[src/rtl/figan_fx_pkg.sv]
// Fixed-point constants and types shared by the FIGAN generator datapath stages.
// Q8.8 samples, activation encodings and the 16-bit saturation bounds.
package figan_fx_pkg;

    localparam int FRAC_BITS = 8;
    localparam int Q_WIDTH   = 16;

    localparam int ACT_RELU  = 0;
    localparam int ACT_LEAKY = 1;
    localparam int ACT_IDENT = 2;

    localparam logic signed [Q_WIDTH-1:0] SAT_MAX = 16'sh7FFF;
    localparam logic signed [Q_WIDTH-1:0] SAT_MIN = 16'sh8000;

    typedef logic signed [Q_WIDTH-1:0] q88_t;

endpackage

[src/rtl/fx_saturate.sv]
// Clamps a wide signed value into a narrower signed range and flags when clamping occurred.
// Purely combinational so callers choose where to register.
module fx_saturate #(
    parameter int W_IN  = 33,
    parameter int W_OUT = 16
) (
    input  logic signed [W_IN-1:0]  i_val,
    output logic signed [W_OUT-1:0] o_val,
    output logic                    o_sat
);

    logic              w_sign;
    logic [W_IN-W_OUT:0] w_top;

    assign w_sign = i_val[W_IN-1];
    assign w_top  = i_val[W_IN-1:W_OUT-1];

    // The value fits exactly when every bit above the output sign bit copies the sign.
    assign o_sat  = (w_top != {(W_IN-W_OUT+1){w_sign}});

    assign o_val  = !o_sat ? i_val[W_OUT-1:0]
                  : w_sign ? {1'b1, {(W_OUT-1){1'b0}}}
                  :          {1'b0, {(W_OUT-1){1'b1}}};

endmodule

[src/rtl/bn_act_layer.sv]
// Streaming batch-norm affine + activation stage: three-stage pipeline with a global stall,
// frame position tracking for last_out, and a per-frame saturation counter.
module bn_act_layer
    import figan_fx_pkg::*;
#(
    parameter int DATA_WIDTH = 16,
    parameter int FRAC_BITS  = figan_fx_pkg::FRAC_BITS,
    parameter int OUT_W      = 32,
    parameter int OUT_H      = 32,
    parameter int ACT        = ACT_LEAKY
) (
    input  logic                  clk,
    input  logic                  rst_n,
    input  logic                  valid_in,
    input  logic [DATA_WIDTH-1:0] data_in,
    output logic                  ready_out,
    input  logic [DATA_WIDTH-1:0] scale,
    input  logic [DATA_WIDTH-1:0] shift,
    input  logic                  ready_in,
    output logic                  valid_out,
    output logic [DATA_WIDTH-1:0] data_out,
    output logic                  last_out,
    output logic [15:0]           sat_cnt
);

    localparam int PW   = 2 * DATA_WIDTH;
    localparam int WIDE = PW + 1;
    localparam int CW   = (OUT_W > 1) ? $clog2(OUT_W) : 1;
    localparam int RW   = (OUT_H > 1) ? $clog2(OUT_H) : 1;

    logic                         w_en;
    logic signed [PW-1:0]         w_prod;
    logic signed [WIDE-1:0]       w_sum;
    logic signed [DATA_WIDTH-1:0] w_clamped;
    logic                         w_sat;
    logic signed [DATA_WIDTH-1:0] w_act;
    logic                         w_xfer;
    logic                         w_col_last;
    logic                         w_row_last;
    logic                         w_first;

    logic                         r_v1;
    logic signed [PW-1:0]         r_p1;
    logic                         r_v2;
    logic signed [DATA_WIDTH-1:0] r_a2;
    logic                         r_sat2;
    logic                         r_v3;
    logic signed [DATA_WIDTH-1:0] r_d3;
    logic                         r_sat3;
    logic [CW-1:0]                r_col;
    logic [RW-1:0]                r_row;
    logic [15:0]                  r_sat_cnt;

    assign w_en      = ready_in | ~r_v3;
    assign ready_out = w_en;

    assign w_prod = $signed(data_in) * $signed(scale);

    // Summed at full product width so nothing wraps before the clamp decides.
    assign w_sum = WIDE'(r_p1 >>> FRAC_BITS) + WIDE'($signed(shift));

    fx_saturate #(
        .W_IN  (WIDE),
        .W_OUT (DATA_WIDTH)
    ) u_sat (
        .i_val (w_sum),
        .o_val (w_clamped),
        .o_sat (w_sat)
    );

    always_comb begin
        w_act = r_a2;
        case (ACT)
            ACT_RELU:  if (r_a2[DATA_WIDTH-1]) w_act = '0;
            ACT_LEAKY: if (r_a2[DATA_WIDTH-1]) w_act = r_a2 >>> 3;
            default:   w_act = r_a2;
        endcase
    end

    always_ff @(posedge clk) begin
        if (!rst_n) begin
            r_v1   <= 1'b0;
            r_p1   <= '0;
            r_v2   <= 1'b0;
            r_a2   <= '0;
            r_sat2 <= 1'b0;
            r_v3   <= 1'b0;
            r_d3   <= '0;
            r_sat3 <= 1'b0;
        end else if (w_en) begin
            r_v1   <= valid_in;
            r_p1   <= w_prod;
            r_v2   <= r_v1;
            r_a2   <= w_clamped;
            r_sat2 <= w_sat;
            r_v3   <= r_v2;
            r_d3   <= w_act;
            r_sat3 <= r_sat2;
        end
    end

    assign w_xfer     = r_v3 & ready_in;
    assign w_col_last = (r_col == CW'(OUT_W - 1));
    assign w_row_last = (r_row == RW'(OUT_H - 1));
    assign w_first    = (r_col == '0) && (r_row == '0);

    always_ff @(posedge clk) begin
        if (!rst_n) begin
            r_col     <= '0;
            r_row     <= '0;
            r_sat_cnt <= '0;
        end else if (w_xfer) begin
            if (w_col_last) begin
                r_col <= '0;
                r_row <= w_row_last ? '0 : r_row + RW'(1);
            end else begin
                r_col <= r_col + CW'(1);
            end
            // First pixel of a frame restarts the count, keeping its own saturation.
            if (w_first) begin
                r_sat_cnt <= {15'd0, r_sat3};
            end else if (r_sat3 && (r_sat_cnt != 16'hFFFF)) begin
                r_sat_cnt <= r_sat_cnt + 16'd1;
            end
        end
    end

    assign valid_out = r_v3;
    assign data_out  = r_d3;
    assign last_out  = r_v3 & w_col_last & w_row_last;
    assign sat_cnt   = r_sat_cnt;

endmodule

[config.mk]
export PLATFORM = sky130hd
export DESIGN_NAME = bn_act_layer
export DESIGN_NICKNAME = d
export VERILOG_FILES = /design/src/rtl/figan_fx_pkg.sv /design/src/rtl/fx_saturate.sv /design/src/rtl/bn_act_layer.sv
export SDC_FILE = /design/constraint.sdc
export NUM_CORES = 1
export LEC_CHECK = 0
export ABC_AREA = 1
export ABC_CLOCK_PERIOD_IN_PS = 11600
export CORE_MARGIN = 3
export CORE_UTILIZATION = 40
export DETAILED_ROUTE_END_ITERATION = 10
export GPL_TIMING_DRIVEN = 0
export PLACE_DENSITY_LB_ADDON = 0.25
export SYNTH_ARGS = -nofsm -noshare
export SYNTH_HDL_FRONTEND = slang
export SYNTH_SLANG_ARGS = --single-unit
[constraint.sdc]
create_clock -name clk -period 11.6 [get_ports clk]
set_clock_uncertainty 0.15 [all_clocks]
set_input_delay 1.16 -clock clk [delete_from_list [all_inputs] [get_ports clk]]
set_output_delay 1.16 -clock clk [all_outputs]
set_load 0.005 [all_outputs]
==> flow_summary.toml, run 1 <==
[worst_setup_path]
rrSetupSlack_ns = 8.17
critPathRequiredTime_ns = 11.73
crit_family = "adder cells"
criticalPathCategory = "primary input to register"
crit_buf_inv = 7
cpPeakStageDelay_ns = 0.74
cp_max_fo = 10
slowest_stage = "clkdlybuf4s50_1"
critPathLaunchType = "primary input"
crit_path_end_kind = "register"
worstPathArrival_ns = 8.07

[timing]
tightest_slew_ns = 0.764
rsz0062_at_grt = "no"
fmax_mhz = 126
slew_viol_final = 0
worst_slack_ns = 3.66
finalHoldViolations = 0
final.setup.tns_ns = 0
fin_crit_sh = 0.684
max_slew_margin = 0.490
setup_viol = 0
fin_crit_ns = 7.94

[run_status]
status = "finished clean"

[yosys]
avgSynthCellArea_sq_um = 7.11
ys_types = 45
synth-seq-area-share = 0.108
yosysMostFrequentCell = "inv_1"
synth_ff_type = "dfxtp_1"
synth.cell_area_sq_um = 16200
netlist_top_cells_count = "647 x inv_1, 557 x nand2_1, 262 x fa_1"
synth_edf_count = 0
yosysWarnings = 0
synth_cells = 2274
syn_nets = 2698
synth_top_area_cell = "fa_1"
synth_area_leaders = "fa_1 32%, inv_1 15%, nand2_1 13%"
async_flop_share = 0
synth_top_area_frac = 0.324
ys_ff_latch = 87

[detailed_routing]
vias = 13831
drt-pass1-iter-count = 6
drc_errors = 0
ant_nets = 0
drt-total-wl_mm = 43.9
avgViaCountPerCell = 4.81
post_drt_wl_per_cell_um = 15.3
drtIter0Drc = 902

[floorplan]
die_w_um = 207
die_y_um = 207
initial_core_util = 0.406
core_area_sq_um = 39800
die_area_sq_um = 42900
pin_count = 87
rows = 73

[final_layout]
fin_nets = 2772
multi_input_area_sq_um = 11600
syn_to_final_growth_pct = 9.85
fin_util = 0.446
fillCellCount = 4174
drive_gt1_frac = 0.0280
regArea_sq_um = 1740
n_antenna_cell = 0

[cts]
clock-root-buffer = "clkbuf_16"
htree_levels = 3
path_clk_slew_ns = 0.07
clock_sinks = 87
clock_latency_ns = 0.34
clockBufferDepth = 2
postCtsSetupBuffers = 0
cts_inserted_buffers = 9
ctsHoldBuffers = 0
ctsResizeCount = 0
cts_tree = "done"

[worst_hold_path]
hold_class = "register to register"

[job]
maxCapViolCount = 0

[global_routing]
grtUsageTotal = 0.208
antenna_found_initial = 0
grt_pass1_wl_mm = 72.7
first_global_vias = 14423
overflow = 0
grt_max_degree = 17

[placement]
post-place-ws_ns = 3.33
io_buffers = 63
place_congestion = 0.930
hpwl_mm = 37.5
[routing by layer]
metal,part of all wire,GRT usage,up-vias
met1,0.44,0.278,6662
li1,-,-,6817
met3,0.048,0.0256,48
met2,0.49,0.365,304
met5,0,0,-
met4,0.019,0.0412,0
[cell usage in the layout (no fill, tap or decap), types with 16 or more instances in the layout]
cell type	instances
nand2_1	557
dfxtp_1	87
nand4_1	33
clkdlybuf4s50_1	63
nor3_1	27
nand3_1	66
nor2_1	93
inv_1	647
ha_1	110
clkbuf_1	77
a21oi_1	78
xor2_1	24
xnor2_1	16
fa_1	262
o21ai_0	84
[final timing paths]
| kind | end | cells past startpoint | startpoint |
|---|---|---|---|
| worst max-delay path | r_p1[22]$_SDFFE_PN0P_ | 26 | data_in[10] |
| worst max register to register | r_a2[8]$_SDFFE_PN0P_ | 20 | r_p1[8]$_SDFFE_PN0P_ |
| worst min register to register | valid_out$_SDFFE_PN0P_ | 2 | r_v2$_SDFFE_PN0P_ |
| worst min-delay path | valid_out$_SDFFE_PN0P_ | 2 | r_v2$_SDFFE_PN0P_ |
[kinds of logic after synthesis]
group,synth area share
AOI/OAI and AO/OA,0.0760
xor gates and xnor gates,0.0217
adders and majority gates,0.409
buffers and inverters,0.173
DFF,0.108
and+or+nand+nor,0.213
[cell type report]
| class | instances | area share |
|---|---|---|
| clock inverters | 6 | 0.00430 |
| multi-input cells | 1450 | 0.655 |
| plain buffers | 82 | 0.0187 |
| clock buffers | 10 | 0.0129 |
| flip-flops and latches | 87 | 0.0980 |
| well taps | 525 | 0.0370 |
| inverters | 655 | 0.138 |
| repair buffers | 63 | 0.0355 |
[sequential cells by signal (all words and copies together), names as in the netlist]
name	count
r_v1	1
sat_cnt	16
r_row	5
data_out	16
r_p1	24
r_col	5
r_sat3	1
valid_out	1
r_v2	1
r_a2	16
r_sat2	1
[tightest hold or removal path, stage by stage (launching register included)]
cell,delay (ns)
dfxtp_1,0.30
inv_1,0.06
a21oi_1,0.06
[per-stage QoR]
| step | hold slack [ns] | cell area [sq um] | std cells |
|---|---|---|---|
| after floorplan | 0.280 | 16200 | 2274 |
| after global placement | 0.296 | 17500 | 2862 |
| after detailed placement | 0.314 | 17500 | 2862 |
| after CTS | 0.326 | 17800 | 2878 |
| after global routing | 0.338 | 17800 | 2878 |
| final | 0.319 | 17800 | 2878 |
Power of run 1 is not shown: default switching activity piles up to over one toggle a cycle in this logic, so the estimate is an artifact.
==> run 2, diff against run 1 <==
- ABC_CLOCK_PERIOD_IN_PS: 11600 -> 6500
- clock period: 11.6 -> 6.5 ns (I/O delays scaled with it)
==> run 2 against run 1 <==
  * Global-route usage hardly changed
  * Setup slack worse by 3.4 ns
  * First-iteration DRC count is 0.44% lower
  * Worst hold slack hardly changed
  * Utilization is 0.66 points higher
  * Sequential share of layout area is 0.14 points lower
  * Critical path depth is 1 lower
  * Wire length is 0.72% higher
  * Non-clock buffer count is 3 higher
  * Via count is 0.14% higher
==> flow_summary.toml, run 2 (same netlist as run 1, synthesis figures left out) <==
[floorplan]
initial_core_util = 0.406
core_area_sq_um = 39800
rows = 73
die_y_um = 207
die_w_um = 207
die_area_sq_um = 42900
pin_count = 87

[detailed_routing]
drc_errors = 0
drtIter0Drc = 898
ant_nets = 0
post_drt_wl_per_cell_um = 15.4
drt-total-wl_mm = 44.2
vias = 13850
drt-pass1-iter-count = 5
avgViaCountPerCell = 4.81

[placement]
place_congestion = 0.930
io_buffers = 63
placed_cell_area_sq_um = 17500
hpwl_mm = 37.5

[cts]
clock_sinks = 87
cts_tree = "done"
ctsHoldBuffers = 0
clock-root-buffer = "clkbuf_16"
path_clk_slew_ns = 0.07
clock_latency_ns = 0.34
htree_levels = 3
clockBufferDepth = 2
cts_inserted_buffers = 9

[final_layout]
fin_nets = 2775
multi_input_area_sq_um = 11800
final_cell_mix = "645 x inv_1, 556 x nand2_1, 257 x fa_1, 106 x ha_1, 93 x nor2_1"
n_antenna_cell = 0
syn_to_final_growth_pct = 11.5
layout_commonest_cell = "inv_1"
largest_reg_flops = 24
fin_area_sq_um = 18000
top_register = "r_p1"
regArea_sq_um = 1740
drive_gt1_frac = 0.0641
fillCellCount = 4145

[run_status]
status = "finished clean"

[worst_setup_path]
cpPeakStageDelay_ns = 0.59
crit_top_cell = "fa_1"
r2r_end = "r_a2[8]$_SDFFE_PN0P_"
critPathLaunchType = "primary input"
worstPathArrival_ns = 6.35
crit_path_end_kind = "register"
cp_max_fo = 10
slowest_stage = "fa_1"
worstRegToRegCells = 20
cp-startpoint = "scale[7]"
critPathRequiredTime_ns = 6.59
criticalPathCategory = "primary input to register"
rrSetupSlack_ns = 3.08
regToRegStartpoint = "r_p1[8]$_SDFFE_PN0P_"

[timing]
finalHoldViolations = 0
tightest_slew_ns = 0.726
fin_crit_sh = 0.963
setup_viol = 0
max_slew_margin = 0.514
rsz0062_at_grt = "yes"
slew_viol_final = 0
fmax_mhz = 160
fin_crit_ns = 6.26

[worst_hold_path]
min_path_cells = 2
holdCritStartpoint = "r_v2$_SDFFE_PN0P_"
hold_class = "register to register"
min_to = "valid_out$_SDFFE_PN0P_"

[global_routing]
grtUsageTotal = 0.208
first_global_vias = 14422
grt_pass1_wl_mm = 72.9
overflow = 0
grt_max_degree = 17
antenna_found_initial = 0

[job]
maxCapViolCount = 0
-- run 2: cell count changes in the layout (fill, tap and decap cells not counted), sizes merged --
cell / delta
buf: +17
clkdlybuf4s50: -7
dlymetal6s2s: +2
clkdlybuf4s15: +1
clkbuf: -10
-- run 2: timing repair --
| item | 4_1_cts | 5_1_grt |
|---|---|---|
| gates resized for setup | 63 | 104 |
| endpoints found under the setup margin | 20 | 14 |
| setup buffers | 1 | 2 |
| pin swaps | 1 | 5 |
| gates cloned | 0 | 0 |
-- run 2: critical path, delay by kind of cell --
family | cells | cell delay [ns]
and+or+nand+nor | 8 | 1.00
AOI/OAI and AO/OA | 2 | 0.26
xor gates and xnor gates | 1 | 0.16
buffers and inverters | 7 | 0.92
adders and majority gates | 7 | 3.35
-- run 2: metal layers --
layer	wire length, um	vias up	part of all wire	global-route usage
met5	0	-	0	0
met4	860	0	0.019	0.0417
met3	2300	50	0.052	0.0236
met2	21500	325	0.49	0.364
met1	19500	6647	0.44	0.281
li1	-	6828	-	-
-- run 2: layout make-up --
| class | instances | share of cell area |
|---|---|---|
| inverters | 655 | 0.136 |
| multi-input cells | 1450 | 0.652 |
| repair buffers | 66 | 0.0356 |
| flip-flops and latches | 87 | 0.0966 |
| clock inverters | 6 | 0.00423 |
| well taps | 525 | 0.0364 |
| clock buffers | 10 | 0.0127 |
| plain buffers | 82 | 0.0262 |
-- run 2: per-stage QoR --
| step | setup TNS, ns | instances | hold WS [ns] | utilization | setup slack [ns] |
|---|---|---|---|---|---|
| finish | 0 | 2881 | 0.319 | 0.453 | 0.243 |
| global route | -0.0278 | 2881 | 0.338 | 0.453 | -0.0278 |
| CTS | 0 | 2879 | 0.326 | 0.449 | 0.00798 |
| detailed placement | -18.10 | 2862 | 0.314 | 0.438 | -1.26 |
| global placement | -17.36 | 2862 | 0.296 | 0.438 | -1.21 |
| floorplan | 0 | 2274 | 0.280 | - | 0.166 |
-- run 2: how the worst max path moves through the flow --
stage,end,slack [ns],cells after the start
after floorplan,r_p1[29]$_SDFFE_PN0P_,0.17,24
after global placement,r_p1[30]$_SDFFE_PN0P_,-1.21,24
after detailed placement,r_p1[22]$_SDFFE_PN0P_,-1.26,26
after CTS,r_p1[28]$_SDFFE_PN0P_,0.008,24
after global routing,r_p1[22]$_SDFFE_PN0P_,-0.03,30
final,r_p1[28]$_SDFFE_PN0P_,0.24,25
Power of run 2 is left out for the same reason.
==> run 3, diff against run 2 <==
- GPL_ROUTABILITY_DRIVEN: not set -> 0
==> run 3 against run 2 <==
  * Non-clock buffer count increased by 2
  * Worst hold slack got worse by 0.0045 ns
  * Critical path type unchanged
  * Clock-buffer cell count down 1
  * Wire length is 1.7% lower
  * Sequential share of layout area barely moved
==> flow_summary.toml, run 3 (same netlist as run 1, synthesis figures left out) <==
[floorplan]
core_area_sq_um = 39800
pin_count = 87
rows = 73
die_w_um = 207
die_area_sq_um = 42900
initial_core_util = 0.406
die_y_um = 207

[timing]
finalHoldViolations = 0
tightest_slew_ns = 0.784
fin_crit_ns = 6.27
max_slew_margin = 0.476
timing.hold.ws_ns = 0.315
slew_viol_final = 0
fmax_mhz = 160
setup_viol = 0
fin_crit_sh = 0.965

[worst_setup_path]
regToRegStartpoint = "r_p1[8]$_SDFFE_PN0P_"
cpPeakStageDelay_ns = 0.68
critPathLaunchType = "primary input"
criticalPathCategory = "primary input to register"
critPathRequiredTime_ns = 6.59
cp-startpoint = "scale[3]"
slowest_stage = "fa_2"
crit_path_end_kind = "register"
worstPathArrival_ns = 6.36
path_cells = "clkbuf_2 > clkbuf_4 > nand2_1 > inv_1 > fa_2 > fa_2 > buf_12 > fa_1 > fa_1 > inv_1 > fa_1 > fa_1 > inv_1 > ha_1 > a21oi_1 > o21ai_0 > a221oi_2 > o21a_1 > nand2_1 > nand2_1 > nand3_1 > o211ai_1 > inv_1"
cp_max_fo = 10

[final_layout]
top_register = "r_p1"
syn_to_final_growth_pct = 11.4
n_antenna_cell = 0
drive_gt1_frac = 0.0636
fin_nets = 2777
fin_util = 0.452
final_cell_mix = "643 x inv_1, 557 x nand2_1, 258 x fa_1, 108 x ha_1, 93 x nor2_1"
layout_commonest_cell = "inv_1"
largest_reg_flops = 24
fin_area_sq_um = 18000

[job]
maxCapViolCount = 0

[detailed_routing]
avgViaCountPerCell = 4.87
ant_nets = 0
drt-total-wl_mm = 43.5
drc_errors = 0
drt-pass1-iter-count = 5
drtIter0Drc = 896
post_drt_wl_per_cell_um = 15.1
vias = 14041

[cts]
cts_inserted_buffers = 9
clock_latency_ns = 0.35
ctsHoldBuffers = 0
htree_levels = 3
clockBufferDepth = 2
path_clk_slew_ns = 0.07
clock-root-buffer = "clkbuf_16"
cts_tree = "done"
clock_sinks = 87

[global_routing]
grt_pass1_wl_mm = 73.1
overflow = 0
first_global_vias = 14331
grt_max_degree = 19
antenna_found_initial = 0
grtUsageTotal = 0.208

[worst_hold_path]
holdCritStartpoint = "r_v2$_SDFFE_PN0P_"
hold_class = "register to register"

[placement]
io_buffers = 63
placed_cell_area_sq_um = 17500
hpwl_mm = 37.3

[run_status]
status = "finished clean"
-- run 3: cell type report --
| class | instances | area [sq um] |
|---|---|---|
| clock inverters | 7 | 72.6 |
| plain buffers | 82 | 478 |
| flip-flops and latches | 87 | 1740 |
| clock buffers | 9 | 225 |
| fillers | 4111 | 21800 |
| multi-input cells | 1450 | 11700 |
| inverters | 655 | 2460 |
| repair buffers | 68 | 667 |
| well taps | 525 | 657 |
-- run 3: worst paths after layout --
kind	to	slack, ns	cells after the start
max	r_p1[30]$_SDFFE_PN0P_	0.23	23
min	valid_out$_SDFFE_PN0P_	0.31	2
max reg2reg	r_a2[6]$_SDFFE_PN0P_	3.12	20
min reg2reg	valid_out$_SDFFE_PN0P_	0.31	2
-- run 3: worst max-delay path: cells and delay by family --
family	cells	cell delay [ns]
buf+inv	7	0.78
compound gates	5	1.15
simple gates	4	0.24
fa+ha+maj	7	3.49
-- run 3: metal layers --
layer,global-route usage,routed length [um],part of all wire
met1,0.279,19000,0.44
met2,0.364,21400,0.49
met3,0.0256,2120,0.049
met4,0.0456,950,0.022
met5,0,0,0
-- run 3: through the flow --
| step | setup WS [ns] | setup TNS [ns] | std cells |
|---|---|---|---|
| after floorplan | 0.166 | 0 | 2274 |
| after global placement | -1.20 | -16.41 | 2862 |
| after detailed placement | -1.24 | -17.13 | 2862 |
| after CTS | -0.0192 | -0.0192 | 2879 |
| after global routing | -0.00497 | -0.00916 | 2883 |
| final | 0.230 | 0 | 2883 |
-- run 3: timing repair --
| item | 4_1_cts | 5_1_grt |
|---|---|---|
| pin swaps | 1 | 6 |
| setup buffers | 1 | 4 |
| gates cloned | 0 | 0 |
| endpoints found under the setup margin | 20 | 14 |
| resized for setup | 61 | 109 |
Power of run 3 is left out for the same reason.
